**src/rtl/pipelined_barrel_shifter.sv**
```systemverilog
// Pipelined logarithmic barrel shifter: one register per log2 shift stage,
// largest shift first, valid/ready stream handshake with full backpressure.
module pipelined_barrel_shifter #(
  parameter  int unsigned WIDTH = 8,
  localparam int unsigned SHW   = $clog2(WIDTH)
) (
  input  logic             clk,
  input  logic             rst_n,
  input  logic             in_valid,
  output logic             in_ready,
  input  logic [WIDTH-1:0] in_data,
  input  logic [SHW-1:0]   in_shamt,
  input  logic [1:0]       in_mode,
  output logic             out_valid,
  input  logic             out_ready,
  output logic [WIDTH-1:0] out_data
);

  localparam logic [1:0] MODE_LSR = 2'b00;
  localparam logic [1:0] MODE_ASR = 2'b01;
  localparam logic [1:0] MODE_LSL = 2'b10;
  localparam logic [1:0] MODE_ROR = 2'b11;

  typedef struct packed {
    logic             valid;
    logic             sign;
    logic [1:0]       mode;
    logic [SHW-1:0]   shamt;
    logic [WIDTH-1:0] data;
  } stage_t;

  stage_t       stg [SHW];
  stage_t       src [SHW];
  stage_t       nxt [SHW];
  logic [SHW:0] rdy;

  // A stage can load when it is empty or its successor is taking its beat.
  always_comb begin
    rdy      = '0;
    rdy[SHW] = out_ready;
    for (int k = int'(SHW) - 1; k >= 0; k--) begin
      rdy[k] = !stg[k].valid || rdy[k+1];
    end
  end

  always_comb begin
    src[0] = '{valid: in_valid, sign: in_data[WIDTH-1], mode: in_mode,
               shamt: in_shamt, data: in_data};
    for (int k = 1; k < int'(SHW); k++) begin
      src[k] = stg[k-1];
    end
  end

  // Stage k shifts by 2^(SHW-1-k); that power of two is also the shamt bit it tests.
  always_comb begin
    int unsigned sh;
    sh = 0;
    for (int k = 0; k < int'(SHW); k++) begin
      nxt[k] = src[k];
      sh     = 32'd1 << (SHW - 1 - k);
      if (|(src[k].shamt & SHW'(sh))) begin
        case (src[k].mode)
          MODE_LSR: nxt[k].data = src[k].data >> sh;
          MODE_ASR: nxt[k].data = (src[k].data >> sh) |
                                  ({WIDTH{src[k].sign}} << (WIDTH - sh));
          MODE_LSL: nxt[k].data = src[k].data << sh;
          MODE_ROR: nxt[k].data = (src[k].data >> sh) |
                                  (src[k].data << (WIDTH - sh));
          default:  nxt[k].data = src[k].data;
        endcase
      end
    end
  end

  always_ff @(posedge clk) begin
    for (int k = 0; k < int'(SHW); k++) begin
      if (!rst_n) begin
        stg[k] <= '0;
      end else if (rdy[k]) begin
        stg[k] <= nxt[k];
      end
    end
  end

  assign in_ready  = rdy[0];
  assign out_valid = stg[SHW-1].valid;
  assign out_data  = stg[SHW-1].data;

endmodule

```
**config.mk**
```make
export PLATFORM = sky130hd
export DESIGN_NAME = pipelined_barrel_shifter
export DESIGN_NICKNAME = d
export VERILOG_FILES = /design/src/rtl/pipelined_barrel_shifter.sv
export SDC_FILE = /design/constraint.sdc
export NUM_CORES = 1
export LEC_CHECK = 0
export ABC_AREA = 1
export BUFFER_PORTS_ARGS = -buffer_cell sky130_fd_sc_hd__buf_2
export CAP_MARGIN = 20
export CORE_MARGIN = 8
export CORE_UTILIZATION = 39
export CTS_BUF_LIST = sky130_fd_sc_hd__clkbuf_16
export DETAILED_ROUTE_END_ITERATION = 8
export SLEW_MARGIN = 20
export SYNTH_ARGS = -nofsm -noshare
export SYNTH_HDL_FRONTEND = slang
export SYNTH_SLANG_ARGS = --single-unit
export TNS_END_PERCENT = 1
```
**constraint.sdc**
```tcl
create_clock -name clk -period 1.85 [get_ports clk]
set_input_delay 0.37 -clock clk [delete_from_list [all_inputs] [get_ports clk]]
set_output_delay 0.37 -clock clk [all_outputs]
set_load 0.03 [all_outputs]
```
### Word-level counts from Yosys, hierarchy flattened

Memory sizes are Yosys's and may differ from the RTL's.
Index checks and enable logic that the tools add are counted.
W data, S select, Z words.

| word-level totals | value |
|---|---|
| register bits | 0 |
| bits in latches | 0 |
| memory bits (writable) | 45 |
| bits in read-only memories | 0 |
| output and inout bits | 10 |
| logic and storage cells | 47 |
| memories | 1 |

| cells by class | value |
|---|---|
| add/sub/neg operators | 0 |
| multipliers | 0 |
| div/mod/pow operators | 0 |
| $lt $le $gt $ge | 0 |
| equal/unequal tests | 9 |
| shifts and indexed selects | 0 |
| multiplexer cells | 19 |
| bitwise operators | 9 |
| reduce and logical (&&, ||, !) cells | 9 |

Memory list:

| name | depth | bits a word | rd ports | clocked after Yosys merged registers in | write ports | RTL line | text |
|---|---|---|---|---|---|---|---|
| stg | 3 | 15 | 3 | 0 | 3 | 32 | `stage_t stg [SHW];` |

Operators with widths:

| cell | number |
|---|---|
| $pmux W8 S4 | 3 |
| $mux W15 | 3 |
| $mux W8 | 3 |
| $or A4 B8 Y8 | 2 |
| $or A6 B8 Y8 | 2 |
| $or A7 B8 Y8 | 2 |
| $eq A2 B2 Y1 const B | 6 |
| $mux W1 | 10 |
| $eq A2 B1 Y1 const B | 3 |
| $logic_not A2 Y1 | 3 |
| $logic_not A1 Y1 | 3 |
| $logic_or A1 B1 Y1 | 3 |
| $or A1 B1 Y1 | 3 |

### Longest topological paths before layout

| logic depth | value |
|---|---|
| depth in word-level cells | 8 |
| mapped depth | 7 |
| gate-level depth less buffers | 6 |

### Least setup slack after synthesis

No wires, ideal clock.

| timing | value |
|---|---|
| path kind | register to register |
| start | memory stg[2][14] in the netlist's numbering |
| end | memory stg[1][0] in the netlist's numbering (enable) |
| arrival | 1,055 ps |
| data required time | 1,429 ps |
| setup slack | 374 ps |
| cell stages (with the launch flop) | 2 |
| path buffers | 0 |
| clock period less this slack | 1,476 ps |
| cell sequence | edfxtp_1 nand4_1 |

RTL lines:

| element | RTL line |
|---|---|
| start: declaration | 32 |

==> flow_results.org <==
** Power
- Total power density per cell area :: 914.6 mW/mm^2
- Worst voltage drop across the vdd grid :: 352.3 uV
- Leakage power figure :: 0.9439 nW

** Setup path
- WP data arrival :: 1210 ps
- Data required, critical path :: 1480 ps
- STA classifies the critical path startpoint as a register.
- Cell breakdown of the critical path :: nand3_2, nor2_2, inv_2, buf_2
- Largest fanout on the critical path :: 5
- The critical path in this run is classified as register to output pin.
- Largest stage delay on the critical path :: 440 ps
- Slowest cell on the critical path :: edfxtp_1
- STA classifies the critical path endpoint as an output pin.

** Global routing
- Entering global routing, the biggest net connects 15 pins.
- First-pass GRT wire length :: 5368 um
- Initial antenna violation count :: 0
- Global routing used 9.141% of the available tracks across all layers.
- Via count of the first global-routing pass :: 1,332
- Grt total ovfl :: 0

** Final layout
- Post-route non-filler standard cell count :: 273
- Synth-to-layout area growth :: 16.55%
- Sequential cell area :: 0.001081 mm^2
- Fraction of layout cells with a size suffix above 1 :: 17.19%
- Highest-count cells in the layout ignoring fill and taps :: edfxtp_1, inv_1, a21oi_1
- Count of fill cells added during filler insertion :: 432
- The register with the most flip-flops in the final layout is stg.
- In the final layout, the multi-input gates occupy 556.8 um^2.
- In the final layout, the registers with the most flip-flops are stg x36.
- Total Nets Final :: 237
- The library cell used most frequently in the layout, excluding fill and tap cells, is edfxtp_1.
- The number of antenna diodes in the final layout is 0.
- The register with the most flip-flops in the layout has 36 of them.

** Timing
- Final worst slack :: 269.9 ps
- Final worst path period need :: 1580 ps
- For the pin with the worst max-slew slack, the measured transition is 629.4 ps.
- Highest Clock Rate :: 0.6329 GHz
- Setup repair after global routing left no endpoint under its margin.
- Sum of negative setup slack :: 0 ps
- Between clock sinks in the finished design, the worst skew comes to 3.707 ps.
- Setup-failing EPs final :: 0
- Count of pins over their slew limit :: 0
- Number of hold violations in the final report :: 0
- After layout, the worst path uses 85.41% of the clock period.
- Worst slew margin relative to its limit :: 57.91%

** Clocking
- Clock-pin slew on the worst setup and hold paths :: 50 ps
- CTS built an H-tree with a depth of 2.
- After clock tree synthesis, the setup repair step added 0 buffers.
- Clk root buf :: clkbuf_16
- The clock passes through at most 2 buffers.
- For the worst-skew pair, the clock arrives at the later sink with an insertion delay of 270 ps.
- CTS-repair resized insts :: 0
- Counting every sink on the clock net gives 36.
- Hold Buf Count CTS :: 0
- Clock tree from TritonCTS :: done
- Counting the buffers created by CTS gives 5.

** Routing
- The count of nets left with antenna violations once routing finished came out at 0.
- Dividing the detail-routed via count by the number of cells gives 4.905.
- Total number of vias :: 1,339
- In the final routed layout, each cell accounts on average for 11.38 um.
- Number of DRC markers after the initial detailed-route iteration :: 95
- In the routed design, unresolved DRC markers number 0.
- After detailed routing, the total wire length is 3107 um.
- Drt first pass iters :: 4

** Yosys
- Sequential cells were found to cover 60.08% of the synthesized design area.
- The number of different library cells used by synthesis comes to 18.
- A synthesized cell averages 9.371 um^2.
- Syn Nets :: 209
- Synth Cell Area :: 0.001799 mm^2
- Flops & latches, synth :: 36
- Cell count after synthesis :: 192
- Number of warnings reported in the yosys synthesis log :: 0

** Placed design
- DP Worst Slack :: 246.3 ps
- Detailed placer's ending HPWL :: 2353 um
- Cell count after placement :: 265
- Buffers on Ports :: 26
- The congestion estimate from routability-driven global placement came to 0.8604.

** Floorplanning
- Core box area :: 0.004414 mm^2
- 27 I/O pins were placed.
- Measured along the y axis, the die boundary spans 83.92 um.
- DIE AREA :: 0.007043 mm^2
- In this run the horizontal extent of the chip is 83.92 um.
- For this configuration, the core starts out at a cell density of 40.76%.
- The floorplan has 24 rows.

** Worst hold path
- Class of the tightest hold or removal check :: input pin to register

** Job
- Across the run, the number of max-cap violations was 0.

** Outcome
- Result of the run :: finished, final reports clean
worst max-delay path, delay by kind of cell (launching register included):
kind	cells	cell delay, ps
flip-flops	1	440
AND/OR/NAND/NOR	2	270
buffers and inverters	2	230
routing by layer:
metal | vias up | part of all wire, % | GRT usage [%]
li1 | 708 | - | -
met1 | 590 | 43 | 9.091
met2 | 35 | 50 | 15.51
met3 | 6 | 5.3 | 3.711
met4 | 0 | 2.2 | 5.651
met5 | - | 0 | 0
logic make-up after synthesis:
family | synth area share [%]
compound gates | 15.58
flops | 60.08
buf+inv | 8.971
simple gates | 15.37
synthesized netlist by cell type (all sizes together):
| master | number | share of area (%) |
|---|---|---|
| nand4 | 1 | 0.35 |
| nand3 | 13 | 3.9 |
| nand2 | 30 | 6.8 |
| a21oi | 31 | 8.6 |
| o211ai | 3 | 1.3 |
| inv | 34 | 7.1 |
| nor2 | 20 | 4.3 |
| edfxtp | 36 | 60 |
| o21ai | 16 | 4.5 |
| buf | 5 | 1.9 |
| a22oi | 3 | 1.3 |
stage by stage:
stage / hold WS [ps] / cell area [um^2] / util, % / power (mW)
after floorplan: 519.2 / 1799 / - / 1.114
after global placement: 531.5 / 1961 / 44.42 / 1.166
after detailed placement: 532.0 / 1961 / 44.42 / 1.169
after CTS: 388.4 / 2097 / 47.51 / 1.948
after global routing: 417.2 / 2097 / 47.51 / 2.007
final: 393.9 / 2097 / 47.51 / 1.918
where the power goes:
group          internal, mW  leakage (nW)  switching (mW)
combinational        0.0599         0.444           0.115
clock                 0.483        0.0738           0.281
sequential            0.949         0.426          0.0292
worst paths after layout:
check        startpoint  slack [ps]    endpoint  cells after the start
max          stg[2][14]         270    in_ready                      4
min            in_valid         390  stg[0][14]                      3
max reg2reg  stg[2][14]         420   stg[1][3]                      1
min reg2reg   stg[0][8]         540   stg[1][8]                      2
cell type report:
type                            instances  share of cell area [%]
Clock buffer                            5                   5.967
Clock inverter                          3                  0.5370
Inverter                               34                   6.086
Multi-Input combinational cell        117                   26.55
Sequential cell                        36                   51.55
Tap cell                               52                   3.103
Timing Repair Buffer                   26                   6.205
No activity file was read; power rests on OpenSTA's default activity.
